## config.mk

```make
export PLATFORM = sky130hd
export DESIGN_NAME = mesh_term_src
export DESIGN_NICKNAME = d
export VERILOG_FILES = /design/src/rtl/mesh_term_src.sv
export SDC_FILE = /design/constraint.sdc
export NUM_CORES = 1
export LEC_CHECK = 0
export BUFFER_PORTS_ARGS = -buffer_cell sky130_fd_sc_hd__buf_2
export CAP_MARGIN = 20
export CORE_AREA = 8 8 198 153
export DETAILED_ROUTE_END_ITERATION = 10
export DIE_AREA = 0 0 206 161
export GPL_TIMING_DRIVEN = 0
export PLACE_DENSITY = 0.83
export SKIP_CTS_REPAIR_TIMING = 1
export SLEW_MARGIN = 25
export SYNTH_ARGS = -nofsm -noshare
export SYNTH_HDL_FRONTEND = slang
export SYNTH_SLANG_ARGS = --single-unit
```

## constraint.sdc

```tcl
create_clock -name clk_i -period 3.7 [get_ports clk_i]
set_clock_uncertainty 0.15 [all_clocks]
set_input_delay 0.555 -clock clk_i [delete_from_list [all_inputs] [get_ports clk_i]]
set_output_delay 0.555 -clock clk_i [all_outputs]
set_load 0.01 [all_outputs]
```

## src/rtl/mesh_term_src.sv

```systemverilog
// Mesh terminal source queue: stamps host packets with route header, FWFT FIFO toward the router.
// Head visible the cycle after a push into an empty queue; full pushes drop (counted) unless a pop coincides. Optional MESH_TERM_DEST_CHK_EN.
module mesh_term_src #(
    parameter int ROWS       = 4,
    parameter int COLUMNS    = 4,
    parameter int PAKG_SIZE  = 32,
    parameter int FIFO_DEPTH = 16,
    parameter int TERM_ROW   = 0,
    parameter int TERM_COL   = 1
) (
    input  logic                          clk_i,
    input  logic                          rst_i,
    input  logic                          push_i,
    input  logic [3:0]                    dest_row_i,
    input  logic [3:0]                    dest_col_i,
    input  logic                          mode_i,
    input  logic [PAKG_SIZE-18:0]         payload_i,
    output logic                          full_o,
    output logic                          pndng_o,
    output logic [PAKG_SIZE-1:0]          data_out_o,
    input  logic                          popin_i,
    output logic [$clog2(FIFO_DEPTH):0]   count_o,
    output logic [15:0]                   drop_cnt_o,
    output logic                          overflow_o
);

    localparam int              AW        = $clog2(FIFO_DEPTH);
    localparam logic [AW:0]     DEPTH_C   = (AW+1)'(FIFO_DEPTH);
    localparam logic [7:0]      SELF_ADDR = {4'(TERM_ROW), 4'(TERM_COL)};
    localparam logic [3:0]      ROW_MAX   = 4'(ROWS);
    localparam logic [3:0]      COL_MAX   = 4'(COLUMNS);
    localparam logic [3:0]      ROW_LAST  = 4'(ROWS + 1);
    localparam logic [3:0]      COL_LAST  = 4'(COLUMNS + 1);
`ifdef MESH_TERM_DEST_CHK_EN
    localparam logic            DEST_CHK  = 1'b1;
`else
    localparam logic            DEST_CHK  = 1'b0;
`endif

    logic [PAKG_SIZE-1:0] mem_q [FIFO_DEPTH];
    logic [AW-1:0]        wr_ptr_q, wr_ptr_d;
    logic [AW-1:0]        rd_ptr_q, rd_ptr_d;
    logic [AW:0]          count_q, count_d;
    logic [15:0]          drop_cnt_q, drop_cnt_d;
    logic                 overflow_q, overflow_d;

    logic                 full, pop_vld, dest_ok, dest_rej, full_drop, push_acc;
    logic                 row_edge, col_edge, row_in, col_in;
    logic [PAKG_SIZE-1:0] pkt;

    // Terminals sit on the mesh perimeter, excluding the corners.
    always_comb begin
        row_edge = (dest_row_i == 4'd0) || (dest_row_i == ROW_LAST);
        col_edge = (dest_col_i == 4'd0) || (dest_col_i == COL_LAST);
        row_in   = (dest_row_i >= 4'd1) && (dest_row_i <= ROW_MAX);
        col_in   = (dest_col_i >= 4'd1) && (dest_col_i <= COL_MAX);
        dest_ok  = ((row_edge && col_in) || (col_edge && row_in)) &&
                   ({dest_row_i, dest_col_i} != SELF_ADDR);
    end

    always_comb begin
        full      = (count_q == DEPTH_C);
        pop_vld   = popin_i && (count_q != '0);
        dest_rej  = DEST_CHK && push_i && !dest_ok;
        // A pop in the same cycle frees the slot, so a full queue still accepts.
        full_drop = push_i && !dest_rej && full && !pop_vld;
        push_acc  = push_i && !dest_rej && !full_drop;
        pkt       = {SELF_ADDR, dest_row_i, dest_col_i, mode_i, payload_i};

        wr_ptr_d  = push_acc ? wr_ptr_q + 1'b1 : wr_ptr_q;
        rd_ptr_d  = pop_vld  ? rd_ptr_q + 1'b1 : rd_ptr_q;
        count_d   = count_q;
        if (push_acc && !pop_vld) begin
            count_d = count_q + 1'b1;
        end else if (!push_acc && pop_vld) begin
            count_d = count_q - 1'b1;
        end

        drop_cnt_d = drop_cnt_q;
        if ((dest_rej || full_drop) && (drop_cnt_q != 16'hFFFF)) begin
            drop_cnt_d = drop_cnt_q + 16'd1;
        end
        overflow_d = overflow_q | full_drop;
    end

    always_ff @(posedge clk_i or negedge rst_i) begin
        if (!rst_i) begin
            wr_ptr_q   <= '0;
            rd_ptr_q   <= '0;
            count_q    <= '0;
            drop_cnt_q <= '0;
            overflow_q <= 1'b0;
        end else begin
            wr_ptr_q   <= wr_ptr_d;
            rd_ptr_q   <= rd_ptr_d;
            count_q    <= count_d;
            drop_cnt_q <= drop_cnt_d;
            overflow_q <= overflow_d;
        end
    end

    // Storage needs no reset: the head is masked whenever the queue is empty.
    always_ff @(posedge clk_i) begin
        if (push_acc) begin
            mem_q[wr_ptr_q] <= pkt;
        end
    end

    assign full_o     = full;
    assign pndng_o    = (count_q != '0);
    assign data_out_o = (count_q != '0) ? mem_q[rd_ptr_q] : '0;
    assign count_o    = count_q;
    assign drop_cnt_o = drop_cnt_q;
    assign overflow_o = overflow_q;

endmodule

```

## After elaboration in Yosys (flattened, before gate mapping)

Memories as Yosys holds them, arrays and structs flattened.
Cells that the tools add are included.

| word-level totals | value |
|---|---|
| register bits | 30 |
| memory bits (writable) | 384 |
| input bits | 28 |
| output and inout bits | 56 |
| logic and storage cells | 31 |
| memories | 1 |

| operators by class | value |
|---|---|
| add/subtract/negate cells | 5 |
| equality and inequality tests | 2 |
| mux-type cells | 5 |
| bitwise operators | 1 |
| reductions and logical operators | 12 |

Memory list:

| memory | words | bits a word | read ports | clocked after Yosys merged registers in | wr ports | RTL line | text |
|---|---|---|---|---|---|---|---|
| mem_q | 16 | 24 | 1 | 0 | 1 | 40 | `logic [PAKG_SIZE-1:0] mem_q [FIFO_DEPTH];` |

Operator list:

| cell | count |
|---|---|
| 32-bit two-way mux | 1 |
| 16-bit by 1-bit adder with 16-bit output, second input constant | 1 |
| 16-bit != test, second input constant | 1 |
| 5-bit two-way mux | 2 |
| 4-bit by 1-bit adder with 4-bit output, second input constant | 2 |
| 1-bit logical AND | 7 |
| 5-bit by 1-bit adder with 5-bit output, second input constant | 1 |
| 5-bit == test, second input constant | 1 |
| 5-bit nonzero test | 1 |
| 5-bit by 1-bit subtractor with 5-bit output, second input constant | 1 |
| 1-bit zero test | 3 |
| 1-bit two-way mux | 2 |
| 2-bit nonzero test | 1 |
| 1-bit OR | 1 |

## Logic depth before layout (Yosys ltp)

Gate-level depths: netlist (run 1).

| logic depth | value |
|---|---|
| word-level depth | 10 |
| depth in mapped cells | 11 |
| depth with buffers taken out | 10 |

## Least setup slack after synthesis (run 1)

No wires, ideal clock.

| timing path | value |
|---|---|
| path kind | register to register |
| from | reg count_q[0], in the netlist count_o[0] |
| to | mem mem_q[3][0] in the netlist's numbering (enable) |
| setup time | 0.435 ns |
| arrival time | 2.790 ns |
| required time | 3.115 ns |
| path slack | 0.325 ns |
| cell stages (with the launch flop) | 5 |
| path buffers | 0 |
| path through | dfrtp_1 nor4_4 a21boi_2 nand2_1 nor3_1 |

| between the ends | value |
|---|---|
| longest elaborated chain between the ends | 8 |

RTL lines:

| what | RTL line | text |
|---|---|---|
| start: declaration | 43 | `logic [AW:0] count_q, count_d;` |
| start signal: assignment | 96 | `count_q <= count_d;` |
| 5-bit nonzero test | 63 | `pop_vld = popin_i && (count_q != '0);` |
| 1-bit logical AND | 63 |  |
| 1-bit zero test | 66 | `full_drop = push_i && !dest_rej && full && !pop_vld;` |
| 1-bit logical AND (*) | 66 |  |
| 1-bit zero test (*) | 67 | `push_acc = push_i && !dest_rej && !full_drop;` |
| 1-bit logical AND (*) | 67 |  |
| 1-bit two-way mux (*) | 104 | `if (push_acc) begin` |
| 1-bit two-way mux (implied by the code) (*) | 105 | `mem_q[wr_ptr_q] <= pkt;` |
| end: declaration | 40 |  |

Every way passes the cells marked *; elsewhere a longest branch is shown, timed or not.

## Worst setup path after layout (run 1)

| timing path | value |
|---|---|
| from | reg rd_ptr_q[3] |
| to | out data_out_o[16] |

| between the ends | value |
|---|---|
| longest elaborated chain between the ends | 2 |

RTL lines:

| what | RTL line | text |
|---|---|---|
| start: declaration | 42 | `logic [AW-1:0] rd_ptr_q, rd_ptr_d;` |
| start signal: assignment | 95 | `rd_ptr_q <= rd_ptr_d;` |
| memory read 16 x 24 bit | -- |  |
| 32-bit two-way mux | 111 | `assign data_out_o = (count_q != '0) ? mem_q[rd_ptr_q] : '0;` |
| end: declaration | 20 | `output logic [PAKG_SIZE-1:0] data_out_o,` |

No other way between the ends.

==> metrics.yaml, run 1 <==
outcome:
  status: "completed"
setup_path:
  ff2ff_setup_slack_ns: 0.49
  crit_type: "register to output port"
  reg2reg_from: "count_o[0]$_DFFE_PN0P_"
  reg2regPathDepth: 11
  path_depth: 6
  crit_path_end: "data_out_o[16]"
  critical_path_buf_inv_count: 3
  cp_cell_sequence: "clkbuf_1, clkbuf_1, mux4_2, mux2i_1, o22ai_1, buf_2"
  crit_top_cell: "clkbuf_1"
  crit_family: "buffers and inverters"
  setup.worst_path.end_class: "output port"
  critPathMaxFanout: 10
  slowest_delay_ns: 0.83
  critical_path_arrival_ns: 2.91
  cp-startpoint: "rd_ptr_q[3]$_DFFE_PN0N_"
  cp_data_required_time_ns: 2.99
  cp_slowest_cell: "clkbuf_1"
  critical_path.reg2reg.endpoint: "count_o[4]$_DFFE_PN0P_"
  cp-start-kind: "register"
cts:
  cts_sinks: 414
  worst_skew_pair.late_latency_ns: 0.53
  clockBufferDepth: 3
  clk_pin_slew_worst_paths_ns: 0.07
  cts_tree: "built"
  cts_made_buffers: 39
  cts_root_buf: "clkbuf_16"
  h-tree-depth: 2
floorplanning:
  core_um2: 27300
  io_pins: 84
  die_x_um: 206
  die-area_um2: 33200
  die_h_um: 161
  floorplan.initialDensity_pct: 59.5
  placementRows: 53
global_route:
  grt_pass1_vias: 8639
  grt_pass1_wl_mm: 55.2
  grt.busiest_layer: "met2"
  grt_util_all_layers_pct: 22.9
  grt_max_degree: 31
  antenna_found_initial: 1
  met1_usage_pct: 32.7
  overflow: 0
  met3_usage_pct: 4.60
  grt_util_met2_pct: 34.9
pwr:
  max-vdd-ir-drop_mv: 0.547
  p_sw_share_pct: 31.7
  p_int_w: 0.00981
  seq_power_share_pct: 40.6
  p_per_area_nw_per_um2: 761
  power.leakage_nw: 6.45
  p_switching_w: 0.00455
  pwr-share-comb_pct: 32.7
  clock_power_share_pct: 26.7
route:
  drtPass1Iterations: 5
  detailroute.via_count: 8285
  viasPerCell: 6.40
  drc_errors: 0
  antenna_left: 0
  routed_wl_mm: 37.3
  drtIter0Drc: 1045
  routedWlPerCell_um: 28.8
sta:
  setup_viol: 0
  hold_violations: 0
  hold_slack_ns: 0.199
  fmax_mhz: 277
  tns_ns: 0
  slew_violations: 0
  fin_crit_sh_pct: 97.6
  min_period_ns: 3.61
  worst_pin_slew_ns: 1.06
  relSlewSlack_pct: 29.0
yosys:
  synth_top_family_by_area: "multiplexers"
  syn_inst: 760
  synthArstFlopShare_pct: 7.25
  synth_edf_count: 384
  ys_seq_area_share_pct: 75.5
  synth_seq_cells: 414
  synth_fa_ha_area_share_pct: 0.893
  syn_area_per_cell_um2: 21.4
  muxShareOfSynthArea_pct: 16.5
  synth-warning-count: 0
  synth_ff_type: "edfxtp_1"
  synth-simple-area-share_pct: 2.91
  syn_area_um2: 16300
  synth_compound_area_share_pct: 1.25
  synthXorXnorAreaFrac_pct: 1.35
  ys_types: 41
min_path:
  hold_start: "popin_i"
  hold_depth: 3
  hold_class: "primary input to register"
layout:
  final_cells: 1295
  fill_cells: 1642
  layout-drive-gt1-share_pct: 33.0
  syn2layout_area_growth_pct: 16.0
  fin_area_um2: 18900
  n_antenna_cell: 0
  finalNetCount: 947
place:
  dp_hpwl_mm: 23.1
  numPortBuffers: 76
  place_congestion: 0.794
  postPlaceCellArea_um2: 17600
  dp_cells: 1224
run:
  maxCapViolations: 0
==> state kept, by name, indices dropped and copies added (netlist names) <==
register and count:
mem_q 384, drop_cnt_o 16, count_o 5, rd_ptr_q 4, wr_ptr_q 4, overflow_o 1
==> layout make-up <==
type	instances	area [um^2]	share of cell area [%]
Sequential cell	414	12300	65.1
Multi-Input combinational cell	302	3870	20.5
Clock buffer	48	1010	5.35
Timing Repair Buffer	102	811	4.30
Tap cell	357	447	2.37
Buffer	44	231	1.23
Clock inverter	23	200	1.06
Inverter	5	18.8	0.0995
==> how the worst min path moves through the flow <==
| stage | slack [ns] | to |
|---|---|---|
| floorplan | 0.11 | count_o[0]$_DFFE_PN0P_ |
| global placement | 0.30 | overflow_o$_DFF_PN0_ |
| detailed placement | 0.31 | overflow_o$_DFF_PN0_ |
| CTS | -0.08 | drop_cnt_o[0]$_DFFE_PN0P_ |
| global route | 0.22 | rd_ptr_q[2]$_DFFE_PN0N_ |
| finish | 0.20 | rd_ptr_q[2]$_DFFE_PN0N_ |
==> synthesized netlist by cell type, types with 9 or more instances <==
library cell | instances | area (um^2)
dfrtp_1 | 30 | 751
o22ai_1 | 24 | 150
buf_2 | 21 | 105
mux4_2 | 96 | 2160
clkbuf_1 | 12 | 45.0
buf_4 | 9 | 67.6
ha_1 | 10 | 125
edfxtp_1 | 384 | 11500
mux2i_1 | 49 | 490
nand2_1 | 16 | 60.1
xnor2_1 | 14 | 123
xor2_1 | 11 | 96.3
nor2_1 | 16 | 60.1
==> logic make-up (layout without fill, tap and decap cells) <==
kind of cell / count (synthesis) / after routing
flops: 414 / 414
mux: 148 / 148
simple gates: 79 / 79
buf+inv: 50 / 222
compound gates: 32 / 32
xor+xnor: 25 / 25
fa+ha+maj: 11 / 11
other cells: 1 / 7
==> stage by stage <==
| stage | utilization [%] | power (W) | worst slack [ns] |
|---|---|---|---|
| 3_3_place_gp | 62.6 | 0.0102 | -1.93 |
| 6_report | 69.1 | 0.0144 | 0.0872 |
| 3_5_place_dp | 64.6 | 0.0106 | 0.515 |
| 4_1_cts | 69.0 | 0.0144 | -0.0306 |
| 5_1_grt | 69.1 | 0.0149 | -0.0122 |
| 2_1_floorplan | - | 0.00882 | 0.325 |
==> power groups by stage <==
stage	registers, W	logic, W	clock network (W)
floorplan	0.00590	0.00293	0
finish	0.00584	0.00469	0.00383
global route	0.00587	0.00496	0.00404
global placement	0.00592	0.00428	0
CTS	0.00584	0.00473	0.00386
detailed placement	0.00592	0.00465	0
==> layer usage <==
layer  routed length (um)  vias up
li1                     -     3419
met2                17400      550
met1                14700     4219
met5                   12        -
met3                 3920       95
met4                 1250        2
==> worst register-to-register path, cell delays in order, from the launching register on <==
cell,delay [ns]
dfrtp_1,0.49
nor4_4,0.43
nand2b_1,0.10
clkbuf_1,0.27
nand2_1,0.27
ha_1,0.20
inv_1,0.10
fa_1,0.41
a21o_1,0.18
a21oi_1,0.17
mux2i_1,0.23
xnor2_1,0.14
==> placed cells by master, fill, tap and decap left out, types with 3 or more instances in the layout <==
cell / n
bufinv_16: 3
nand3_1: 6
clkbuf_16: 39
buf_2: 96
ha_1: 10
clkbuf_1: 18
nor4_2: 4
buf_16: 10
edfxtp_1: 384
inv_1: 5
dfrtp_1: 30
buf_4: 20
xnor2_1: 14
o22ai_1: 24
nor3_2: 4
nand2_1: 15
mux2i_1: 49
o21ai_0: 3
nand4_1: 6
mux4_2: 96
clkbuf_2: 3
nand2b_1: 5
nor2_4: 12
xor2_1: 11
clkinv_1: 15
conb_1: 7
nor2_1: 4
nor3_1: 4
Note: power is estimated with default switching activity, not from simulation.
==> run 2: changes to the inputs <==
--- a/config.mk
+++ b/config.mk
@@ -5,13 +5,16 @@
 export SDC_FILE = /design/constraint.sdc
 export NUM_CORES = 1
 export LEC_CHECK = 0
+export ABC_AREA = 1
 export BUFFER_PORTS_ARGS = -buffer_cell sky130_fd_sc_hd__buf_2
 export CAP_MARGIN = 20
-export CORE_AREA = 8 8 198 153
+export CORE_AREA = 8 8 203 157
+export CTS_CLUSTER_DIAMETER = 30
 export DETAILED_ROUTE_END_ITERATION = 10
-export DIE_AREA = 0 0 206 161
+export DIE_AREA = 0 0 211 165
 export GPL_TIMING_DRIVEN = 0
 export PLACE_DENSITY = 0.83
+export REMOVE_ABC_BUFFERS = 1
 export SKIP_CTS_REPAIR_TIMING = 1
 export SLEW_MARGIN = 25
 export SYNTH_ARGS = -nofsm -noshare
==> metrics.yaml, run 2 <==
outcome:
  status: "completed"
layout:
  syn2layout_area_growth_pct: 18.9
  largest_reg_flops: 384  # unchanged
  finalNetCount: 1631  # +72%
  utilization_pct: 71.6  # +2.6 points
  layout-drive-gt1-share_pct: 14.1  # -19 points
  mostFrequentLayoutCell: "nand2_1"
  regMostFlops: "mem_q"
  n_antenna_cell: 0  # unchanged
  final_cell_mix: "572 x nand2_1, 384 x edfxtp_1, 303 x nand3_1, 76 x buf_2, 59 x clkbuf_16"
  fin_area_um2: 20500  # +8.5%
run:
  maxCapViolations: 0  # unchanged
yosys:
  yosysMostFrequentCell: "nand2_1"
  synth_seq_cells: 414  # unchanged
  syn_inst: 1517  # +100%
  syn_area_um2: 17200  # +5.8%
  netlist_top_cells_count: "572 x nand2_1, 384 x edfxtp_1, 303 x nand3_1"
  yosysTopAreaCellShare_pct: 67.0  # -3.9 points
  synth.largest_area_cell: "edfxtp_1"
  ys_types: 28  # -32%
  synthTopCellsByArea: "edfxtp_1 67%, nand2_1 12%, nand3_1 8.8%, dfrtp_1 4.4%, buf_2 1.4%"
  ys_seq_area_share_pct: 71.4  # -4.2 points
  synth-warning-count: 0  # unchanged
  synth_edf_count: 384  # unchanged
  synthArstFlopShare_pct: 7.25  # unchanged
  syn_area_per_cell_um2: 11.3  # -47%
  synth_ff_type: "edfxtp_1"
sta:
  fmax_mhz: 272  # -1.8%
  min_period_ns: 3.68  # +0.0679 ns
  hold_violations: 0  # unchanged
  worst_pin_slew_ns: 0.866  # -0.199 ns
  fin_crit_sh_pct: 99.5  # +1.8 points
  relSlewSlack_pct: 42.2  # +13 points
  slew_violations: 0  # unchanged
  setup_viol: 0  # unchanged
  rsz0062_at_grt: "false"
  fin_ws_ns: 0.0194  # -0.0679 ns
route:
  antenna_left: 0  # unchanged
  viasPerCell: 6.10  # -4.6%
  routed_wl_mm: 45.8  # +23%
  drtPass1Iterations: 6  # +1
  drc_errors: 0  # unchanged
  routedWlPerCell_um: 22.5  # -22%
  detailroute.via_count: 12400  # +50%
  drtIter0Drc: 1699  # +63%
pwr:
  p_per_area_nw_per_um2: 834  # +9.6%
  p_int_w: 0.0109  # +11%
  clock_power_share_pct: 32.7  # +6.0 points
  pwr-share-comb_pct: 32.0  # -0.7 points
  seq_power_share_pct: 35.2  # -5.4 points
  p_switching_w: 0.00622  # +37%
  p_sw_share_pct: 36.4  # +4.7 points
  power.leakage_nw: 7.78  # +21%
  max-vdd-ir-drop_mv: 0.580  # +6.1%
global_route:
  grt_pass1_vias: 12100  # +40%
  grt_util_all_layers_pct: 25.5  # +2.6 points
  grt_max_degree: 119  # +280%
  overflow: 0  # unchanged
  antenna_found_initial: 2  # +1
  grt_pass1_wl_mm: 67.7  # +23%
setup_path:
  critical_path_arrival_ns: 2.98  # +0.07 ns
  cp_slowest_cell: "dfrtp_2"
  crit_family: "buffers and inverters"
  cp_cell_sequence: "clkinv_2, nand2_1, a21oi_1, buf_2"
  cp-start-kind: "register"
  crit_type: "register to output port"
  critical_path_buf_inv_count: 2  # -1
  critPathMaxFanout: 26  # +16
  setup.worst_path.end_class: "output port"
  slowest_delay_ns: 0.93  # +0.10 ns
  cp_data_required_time_ns: 2.99  # about the same
place:
  place_ws_ns: 0.251  # -0.264 ns
  dp_hpwl_mm: 24.3  # +5.2%
  place_congestion: 0.829  # +4.4%
  numPortBuffers: 76  # unchanged
  postPlaceCellArea_um2: 18400  # +4.3%
cts:
  h-tree-depth: 2  # unchanged
  cts_root_buf: "clkbuf_16"
  clk_pin_slew_worst_paths_ns: 0.06  # about the same
  clockBufferDepth: 3  # unchanged
  cts_tree: "built"
  cts_sinks: 414  # unchanged
  worst_skew_pair.late_latency_ns: 0.58  # +0.05 ns
  cts_made_buffers: 56  # +44%
min_path:
  hold_class: "primary input to register"
floorplanning:
  io_pins: 84  # unchanged
  core_um2: 28600  # +4.6%
  placementRows: 54  # +1.9%
  floorplan.initialDensity_pct: 60.2  # +0.69 points
  die-area_um2: 34800  # +5.0%
  die_x_um: 211  # +2.4%
  die_h_um: 165  # +2.5%
==> run 2: changes by cell type in the layout (fill, tap and decap cells not counted), moves of 20 or more <==
cell,previous run,this run
clkbuf_16,39,59
nand2_1,15,572
buf_4,20,0
a21oi_1,2,25
buf_2,96,76
mux2i_1,49,0
mux4_2,96,0
nand3_1,6,303
o22ai_1,24,0
==> run 2: through the flow <==
stage	cells	setup TNS, ns	total power, W	hold slack (ns)
final	2032	0	0.0171	0.135
after global routing	2032	0	0.0178	0.155
after detailed placement	1922	0	0.0112	0.309
after floorplan	1430	-82.60	0.00923	0.109
after CTS	2028	-2.64	0.0169	-0.115
after global placement	1898	-313.92	0.0105	0.315
==> run 2: area by class of cell <==
class	count	area, um^2
flip-flops and latches	414	12300
clock inverters	41	499
well taps	392	490
repair buffers	104	1070
inverters	25	129
clock buffers	65	1470
multi-input cells	991	4520
fillers	1730	8110
==> run 2: cells by family after synthesis <==
logic type / Yosys count / share of synthesized area, %
AND/OR/NAND/NOR: 920 / 22.5
AO/OA/AOI/OAI: 33 / 0.960
XOR/XNOR: 20 / 1.02
adder cells (fa/ha/maj): 11 / 0.844
other: 1 / 0.0218
flip-flops: 414 / 71.4
buffers and inverters: 118 / 3.24
==> run 2: worst reg2reg max path, cell delays in order (launching register included) <==
cell	delay, ns
dfrtp_1	0.46
nor2_1	0.15
nand2_1	0.14
nor2_4	0.46
inv_1	0.25
nand2_1	0.26
ha_1	0.24
inv_1	0.11
fa_1	0.41
nand2_1	0.10
nand2_1	0.05
a21oi_1	0.16
xor2_1	0.16
nand2_1	0.07
nand2_1	0.07
==> run 2: power groups by stage <==
| stage | Combinational [W] | Sequential, W | Clock (W) |
|---|---|---|---|
| final | 0.00547 | 0.00602 | 0.00559 |
| after global routing | 0.00597 | 0.00604 | 0.00582 |
| after CTS | 0.00523 | 0.00604 | 0.00561 |
| after detailed placement | 0.00510 | 0.00612 | 0 |
| after global placement | 0.00405 | 0.00648 | 0 |
| after floorplan | 0.00299 | 0.00623 | 0 |
==> run 2: metal layers <==
| layer | global-route usage [%] | vias up | wire (um) |
|---|---|---|---|
| met2 | 41.0 | 906 | 21800 |
| met5 | 0 | - | 25 |
| met4 | 12.4 | 4 | 1830 |
| met3 | 6.09 | 175 | 5530 |
| met1 | 32.6 | 5894 | 16600 |
| li1 | - | 5419 | - |
==> run 2: final timing paths <==
check | to | cells after the start | startpoint | slack [ns]
max in group asynchronous | rd_ptr_q[2]$_DFFE_PN0N_ | 2 | rst_i | 2.43
min in group asynchronous | rd_ptr_q[1]$_DFFE_PN0N_ | 2 | rst_i | 0.45
worst min register to register | overflow_o$_DFF_PN0_ | 1 | overflow_o$_DFF_PN0_ | 0.34
worst max register to register | count_o[4]$_DFFE_PN0P_ | 14 | count_o[0]$_DFFE_PN0P_ | 0.41
worst max-delay path | data_out_o[2] | 4 | rd_ptr_q[3]$_DFFE_PN0N_ | 0.02
worst min-delay path | rd_ptr_q[3]$_DFFE_PN0N_ | 3 | popin_i | 0.13
